`config.mk`:
```
export PLATFORM = sky130hd
export DESIGN_NAME = ram_fifo_ctrl_flat
export DESIGN_NICKNAME = d
export VERILOG_FILES = /design/src/rtl/ram_fifo_ctrl_if.sv /design/src/rtl/ram_fifo_ctrl.sv /design/src/flat_wrapper.sv
export SDC_FILE = /design/constraint.sdc
export NUM_CORES = 1
export LEC_CHECK = 0
export CORE_ASPECT_RATIO = 0.6
export CORE_MARGIN = 10
export CORE_UTILIZATION = 27
export DETAILED_ROUTE_END_ITERATION = 10
export PLACE_DENSITY_LB_ADDON = 0.15
export SLEW_MARGIN = 20
export SYNTH_ARGS = -nofsm -noshare
export SYNTH_HDL_FRONTEND = slang
export SYNTH_SLANG_ARGS = --single-unit
```
`constraint.sdc`:
```
create_clock -name clk -period 3.1 [get_ports clk]
set_input_delay 0.31 -clock clk [delete_from_list [all_inputs] [get_ports clk]]
set_output_delay 0.31 -clock clk [all_outputs]
set_load 0.02 [all_outputs]
```
`src/rtl/ram_fifo_ctrl_if.sv`:
```
// ram_fifo_ctrl_if
// Requester-side handshake bundle for the RAM-backed FIFO controller.
//   master : requester (drives push, push_data, pop)
//   slave  : controller (drives acks, pop_valid/pop_data, status, error flags)
// Signals:
//   push/push_data/pop         write and read requests
//   push_ack/pop_ack           combinational accept strobes
//   pop_valid/pop_data         read return, one cycle after pop_ack
//   full/empty/count           occupancy status from the registered count
//   ovf/udf                    sticky overflow / underflow flags
interface ram_fifo_ctrl_if #(
  parameter int DW = 32
);
  logic          push;
  logic [DW-1:0] push_data;
  logic          pop;
  logic          push_ack;
  logic          pop_ack;
  logic          pop_valid;
  logic [DW-1:0] pop_data;
  logic          full;
  logic          empty;
  logic [5:0]    count;
  logic          ovf;
  logic          udf;

  modport master (
    output push, push_data, pop,
    input  push_ack, pop_ack, pop_valid, pop_data, full, empty, count, ovf, udf
  );

  modport slave (
    input  push, push_data, pop,
    output push_ack, pop_ack, pop_valid, pop_data, full, empty, count, ovf, udf
  );
endinterface

```
`src/rtl/ram_fifo_ctrl.sv`:
```
// ram_fifo_ctrl
// 32-entry FIFO controller using an external 32x32 single-port RAM with a
// registered read port as storage. Turns push/pop requests into RAM
// cen/wen/addr/din cycles, tracks pointers and occupancy, returns popped
// words one cycle after the pop is accepted, and flags overflow/underflow.
// Ports:
//   clk       system clock, all state updates on posedge
//   reset     synchronous active-high reset
//   fif       requester handshake (ram_fifo_ctrl_if.slave)
//   ram_cen   RAM chip enable      (combinational)
//   ram_wen   RAM write enable     (combinational)
//   ram_addr  RAM address          (combinational)
//   ram_din   RAM write data       (combinational)
//   ram_dout  RAM registered read data
// Build option:
//   RAM_FIFO_HOLD_EN  when defined, a hold register keeps the last popped
//                     word on pop_data outside pop_valid cycles.
module ram_fifo_ctrl #(
  parameter int DEPTH = 32,
  parameter int DW    = 32
) (
  input  logic              clk,
  input  logic              reset,
  ram_fifo_ctrl_if.slave    fif,
  output logic              ram_cen,
  output logic              ram_wen,
  output logic [4:0]        ram_addr,
  output logic [DW-1:0]     ram_din,
  input  logic [DW-1:0]     ram_dout
);

  localparam logic [5:0] DEPTH_C = 6'(DEPTH);

  logic [4:0]    wr_ptr_r;
  logic [4:0]    rd_ptr_r;
  logic [5:0]    count_r;
  logic          pop_valid_r;
  logic          ovf_r;
  logic          udf_r;
  logic          full_s;
  logic          empty_s;
  logic          pop_ack_s;
  logic          push_ack_s;

  // Status comes from the registered count only; pointers may be equal in
  // both the full and the empty case.
  assign full_s  = (count_r == DEPTH_C);
  assign empty_s = (count_r == 6'd0);

  // One RAM port: a pop wins, a simultaneous push must be retried.
  assign pop_ack_s  = fif.pop & ~empty_s;
  assign push_ack_s = fif.push & ~full_s & ~pop_ack_s;

  // RAM command decode; bus is parked at zero when no access is made.
  always_comb begin
    ram_cen  = 1'b0;
    ram_wen  = 1'b0;
    ram_addr = 5'd0;
    ram_din  = '0;
    if (pop_ack_s) begin
      ram_cen  = 1'b1;
      ram_addr = rd_ptr_r;
    end else if (push_ack_s) begin
      ram_cen  = 1'b1;
      ram_wen  = 1'b1;
      ram_addr = wr_ptr_r;
      ram_din  = fif.push_data;
    end else begin
      ram_cen  = 1'b0;
    end
  end

  // Pointer, occupancy, read-valid and sticky error flag state.
  always_ff @(posedge clk) begin
    if (reset) begin
      wr_ptr_r    <= 5'd0;
      rd_ptr_r    <= 5'd0;
      count_r     <= 6'd0;
      pop_valid_r <= 1'b0;
      ovf_r       <= 1'b0;
      udf_r       <= 1'b0;
    end else begin
      // pop_ack and push_ack are mutually exclusive by construction.
      if (pop_ack_s) begin
        rd_ptr_r <= rd_ptr_r + 5'd1;
        count_r  <= count_r - 6'd1;
      end else if (push_ack_s) begin
        wr_ptr_r <= wr_ptr_r + 5'd1;
        count_r  <= count_r + 6'd1;
      end
      pop_valid_r <= pop_ack_s;
      ovf_r       <= ovf_r | (fif.push & full_s);
      udf_r       <= udf_r | (fif.pop & empty_s);
    end
  end

`ifdef RAM_FIFO_HOLD_EN
  logic [DW-1:0] hold_r;

  // Capture each returned word so it stays visible until the next pop completes.
  always_ff @(posedge clk) begin
    if (reset) begin
      hold_r <= '0;
    end else if (pop_valid_r) begin
      hold_r <= ram_dout;
    end
  end

  assign fif.pop_data = pop_valid_r ? ram_dout : hold_r;
`else
  assign fif.pop_data = ram_dout;
`endif

  assign fif.push_ack  = push_ack_s;
  assign fif.pop_ack   = pop_ack_s;
  assign fif.pop_valid = pop_valid_r;
  assign fif.full      = full_s;
  assign fif.empty     = empty_s;
  assign fif.count     = count_r;
  assign fif.ovf       = ovf_r;
  assign fif.udf       = udf_r;

endmodule

```
`src/flat_wrapper.sv`:
```
// flat-port wrapper written by rule: the top's interface ports become plain ports
module ram_fifo_ctrl_flat 
#(
  parameter int DEPTH = 32,
  parameter int DW    = 32
)
  (clk, reset, ram_cen, ram_wen, ram_addr, ram_din, ram_dout, fif_push, fif_push_data, fif_pop, fif_push_ack, fif_pop_ack, fif_pop_valid, fif_pop_data, fif_full, fif_empty, fif_count, fif_ovf, fif_udf);
  ram_fifo_ctrl_if #(.DW(DW)) fif_i ();
  input  logic clk;
  input  logic reset;
  output logic ram_cen;
  output logic ram_wen;
  output logic [4:0] ram_addr;
  output logic [DW-1:0] ram_din;
  input  logic [DW-1:0] ram_dout;
  input wire logic [$bits(fif_i.push)-1:0] fif_push;
  input wire logic [$bits(fif_i.push_data)-1:0] fif_push_data;
  input wire logic [$bits(fif_i.pop)-1:0] fif_pop;
  output wire logic [$bits(fif_i.push_ack)-1:0] fif_push_ack;
  output wire logic [$bits(fif_i.pop_ack)-1:0] fif_pop_ack;
  output wire logic [$bits(fif_i.pop_valid)-1:0] fif_pop_valid;
  output wire logic [$bits(fif_i.pop_data)-1:0] fif_pop_data;
  output wire logic [$bits(fif_i.full)-1:0] fif_full;
  output wire logic [$bits(fif_i.empty)-1:0] fif_empty;
  output wire logic [$bits(fif_i.count)-1:0] fif_count;
  output wire logic [$bits(fif_i.ovf)-1:0] fif_ovf;
  output wire logic [$bits(fif_i.udf)-1:0] fif_udf;
  assign fif_i.push = fif_push;
  assign fif_i.push_data = fif_push_data;
  assign fif_i.pop = fif_pop;
  assign fif_push_ack = fif_i.push_ack;
  assign fif_pop_ack = fif_i.pop_ack;
  assign fif_pop_valid = fif_i.pop_valid;
  assign fif_pop_data = fif_i.pop_data;
  assign fif_full = fif_i.full;
  assign fif_empty = fif_i.empty;
  assign fif_count = fif_i.count;
  assign fif_ovf = fif_i.ovf;
  assign fif_udf = fif_i.udf;
  ram_fifo_ctrl #(.DEPTH(DEPTH), .DW(DW)) u_core (.clk(clk), .reset(reset), .fif(fif_i), .ram_cen(ram_cen), .ram_wen(ram_wen), .ram_addr(ram_addr), .ram_din(ram_din), .ram_dout(ram_dout));
endmodule
```
==> metrics.md <==
| Metric | Value |
|---|---|
| Status | finished clean |
| Cells after Synth | 178 |
| First-pass GRT wire length | 7.88 mm |
| Via count | 1392 |
| Die Ht | 78.4 µm |
| Required @ worst endpoint | 3.25 ns |
| P_leak | 1.01 nW |
| Startpoint Class | register |
| RD Place Congestion | between 0.7 and 0.8 |
| Clk_skew | 0.00264 ns |
| Worst path slowest cell | or4_4 |
| Bufs and invs on worst path | 0 |
| Reg2reg start | u_core.fif.count[2]$_SDFFE_PP0P_ |
| Iter 0 DRT Violations | 87 |
| Final setup viols | 0 |
| # DRC | 0 |
| Row cnt | 21 |
| Chip Width | 117 µm |
| Worst setup margin | approximately 0.18 ns |
| Mean routed wirelength per cell | 16.3 µm |
| Net Sw Power | 941 µW |
| Worst Path Class, Setup | reg -> reg |
| CTS buffer count | 3 |
| CTS sink count | 19 |
| Clock buffer depth | 2 |
| Detailed Route WL | 5.15 mm |
| Switch share | 0.454 |
| Final instance area | 2340 µm² |
| Post-synth top area share | 0.248 |
| Post-CTS setup buffers | 0 |
| Clock Latency Late Sink | 0.26 ns |
| Fin nets | 313 |
| Core area | 5540 µm² |
| CTS tree | done |
| Synth Cell Area | roughly 1500 µm² |
| Post-synth EDFFs | 0 |
| ANT cells | 0 |
| Worst path arrival time | 3.07 ns |
| Top-count cell post-synth | buf_4 |
| Tot GR Track Use | 0.104 |
| Hold slack | 0.490 ns |
| # hold bufs at CTS | 0 |
| Area of the multi-input gates | 846 µm² |
| Hold Vio Cnt, Final | 0 |
| Antenna violations before repair | 0 |
| Synth area leaders | dfxtp_1 (25%), buf_4 (16%), and3_1 (12%) |
| Relative slew slack | 0.638 |
| Largest net degree at the start of global routing | 17 |
| RSZ-0062 raised after global routing | no |
| Worst path cell trace | or4_4 -> o31a_4 -> ha_1 -> a211oi_1 -> o21bai_1 -> a21oi_2 -> mux2i_4 -> mux2_1 |
| Worst min path class | reg -> reg |
| Post-synthesis sequential area ratio | 0.248 |
| Post-CTS Resized | 0 |
| H-tree levels | 1 |
| Area leader, netlist | dfxtp_1 |
| CP max FO | 7 |
| DR vias/cell | between 4 and 5 |
| Number of synthesized register bits | 19 |
| VDD IR max | 382 µV |
| Crit path from | u_core.fif.count[2]$_SDFFE_PP0P_ |
| Grt ovf | 0 |
| DRT Pass-1 Iters | 4 |
| Antenna-violating nets left | 0 |
| Internal Power | around 1.1 mW |
| Crit-path max cell delay | approximately 0.56 ns |
| Number of global-route vias before repair | 1380 |
| Placed cell areas | 2290 µm² |
| Slew Limit Fails | 0 |
| Ports | roughly 150 |
| Root Driver | clkbuf_8 |
| Asr flop ratio synth | 0 |
| Logic pwr share | 0.723 |
| PwrDens | 886 nW/µm² |
| Synth cell types | 38 |
| Most instantiated cells after synthesis | buf_4 (32), and3_1 (29), dfxtp_1 (19), nor2_1 (19) |
| Warnings from Yosys | 0 |
| Syn avg cell area | 8.62 µm² |
| Worst Tran Pin Value | 0.535 ns |
| Part of the power in registers | 0.190 |
| Most used DFF post-synth | dfxtp_1 |
| Clock share of power | 0.087 |
| Final period demand of the worst path | between 2 and 3 ns |
| Power, Total | roughly 2.1 mW |
| Filler cells | 558 |
| Area Growth Syn to Fin | 52.2% |
| Clk slew on worst S/H paths | roughly 0.080 ns |
| Register area | 380 µm² |
| CP top delay family | compound AO/OA/AOI/OAI gates |
| Setup TNS | 0 ns |
| Max_cap viols | 0 |
| Achievable Freq | 0.342 GHz |
| Initial Util | 0.277 |
| IO Port Bufs | 87 |
| Detailed Place HPWL | 4.21 mm |
| Hold_sp | u_core.fif.ovf$_SDFF_PP0_ |
| Die area | between 9000 and 10000 µm² |
| Part of the cycle the worst path needs | 0.943 |
| Pre-CTS setup slack | 0.205 ns |
| Net Count, Synth | between 200 and 300 |
| Share of cells above drive strength 1 | 0.114 |
| CP Capture Type | register |
-- metal layers --
metal / global-route usage / up-vias / share of wire
li1: - / 698 / -
met1: 0.124 / 628 / 0.44
met2: 0.176 / 38 / 0.48
met3: 0.0286 / 28 / 0.053
met4: 0.0386 / 0 / 0.021
met5: 0 / - / 0
-- worst register-to-register path: cells and delay by family, from the launching register on --
family / cells / cell delay [ns]
flip-flops: 1 / 0.36
AO/OA/AOI/OAI: 4 / 1.01
multiplexers: 2 / 0.58
adder cells (fa/ha/maj): 1 / 0.31
AND/OR/NAND/NOR: 1 / 0.56
-- cells by family after synthesis --
group / share of synthesized area
buffers and inverters: 0.204
XOR/XNOR: 0.0685
flip-flops: 0.248
adder cells (fa/ha/maj): 0.0619
multiplexers: 0.0611
AO/OA/AOI/OAI: 0.111
AND/OR/NAND/NOR: 0.246
-- flip-flops by register name (all words and copies together), names as in the netlist --
| register | count |
|---|---|
| u_core.fif.count | 6 |
| u_core.fif.ovf | 1 |
| u_core.fif.pop_valid | 1 |
| u_core.fif.udf | 1 |
| u_core.rd_ptr_r | 5 |
| u_core.wr_ptr_r | 5 |
-- cell usage in the layout, fill, tap and decap left out --
master / instances
a211oi_1: 1
a21boi_2: 1
a21o_1: 2
a21oi_1: 4
a21oi_2: 1
a22o_1: 4
a22o_2: 1
and2_1: 3
and2_4: 1
and3_1: 29
and3_2: 3
buf_4: 11
clkbuf_8: 3
clkdlybuf4s50_1: 87
clkinv_2: 1
dfxtp_1: 19
fa_1: 1
ha_1: 6
inv_1: 3
mux2_1: 1
mux2i_1: 6
mux2i_4: 1
nand2_1: 2
nand3_1: 1
nand4_1: 4
nor2_1: 19
nor2b_1: 2
nor3_1: 1
nor4b_1: 1
o21ai_0: 1
o21ai_4: 1
o21bai_1: 1
o22ai_4: 1
o31a_4: 1
or4_4: 1
xnor2_1: 5
xor2_1: 7
-- path summary, 6_finish.rpt --
check | to | cells past startpoint | slack, ns
hold / removal | u_core.fif.ovf$_SDFF_PP0_ | 2 | 0.49
setup reg to reg | u_core.fif.count[5]$_SDFFE_PP0P_ | 8 | 0.18
hold reg to reg | u_core.fif.ovf$_SDFF_PP0_ | 2 | 0.49
setup / recovery | u_core.fif.count[5]$_SDFFE_PP0P_ | 8 | 0.18
-- per-stage QoR --
step	util	cells
3_3_place_gp	0.413	313
2_1_floorplan	-	178
5_1_grt	0.422	317
4_1_cts	0.422	317
3_5_place_dp	0.413	313
6_report	0.422	317
-- power by group through the flow --
stage	sequential (mW)	clock (mW)	combinational, mW
CTS	0.393	0.186	1.51
global route	0.405	0.199	1.61
floorplan	0.440	0	0.927
detailed placement	0.397	0	1.50
finish	0.393	0.181	1.50
global placement	0.395	0	1.52
-- cell type report --
class	count	share of cell area
Clock inverter	1	0.00214
Clock buffer	3	0.0177
Multi-Input combinational cell	113	0.362
Tap cell	80	0.0428
Timing Repair Buffer	98	0.408
Inverter	3	0.00482
Sequential cell	19	0.163
No activity file was read; power rests on OpenSTA's default activity.
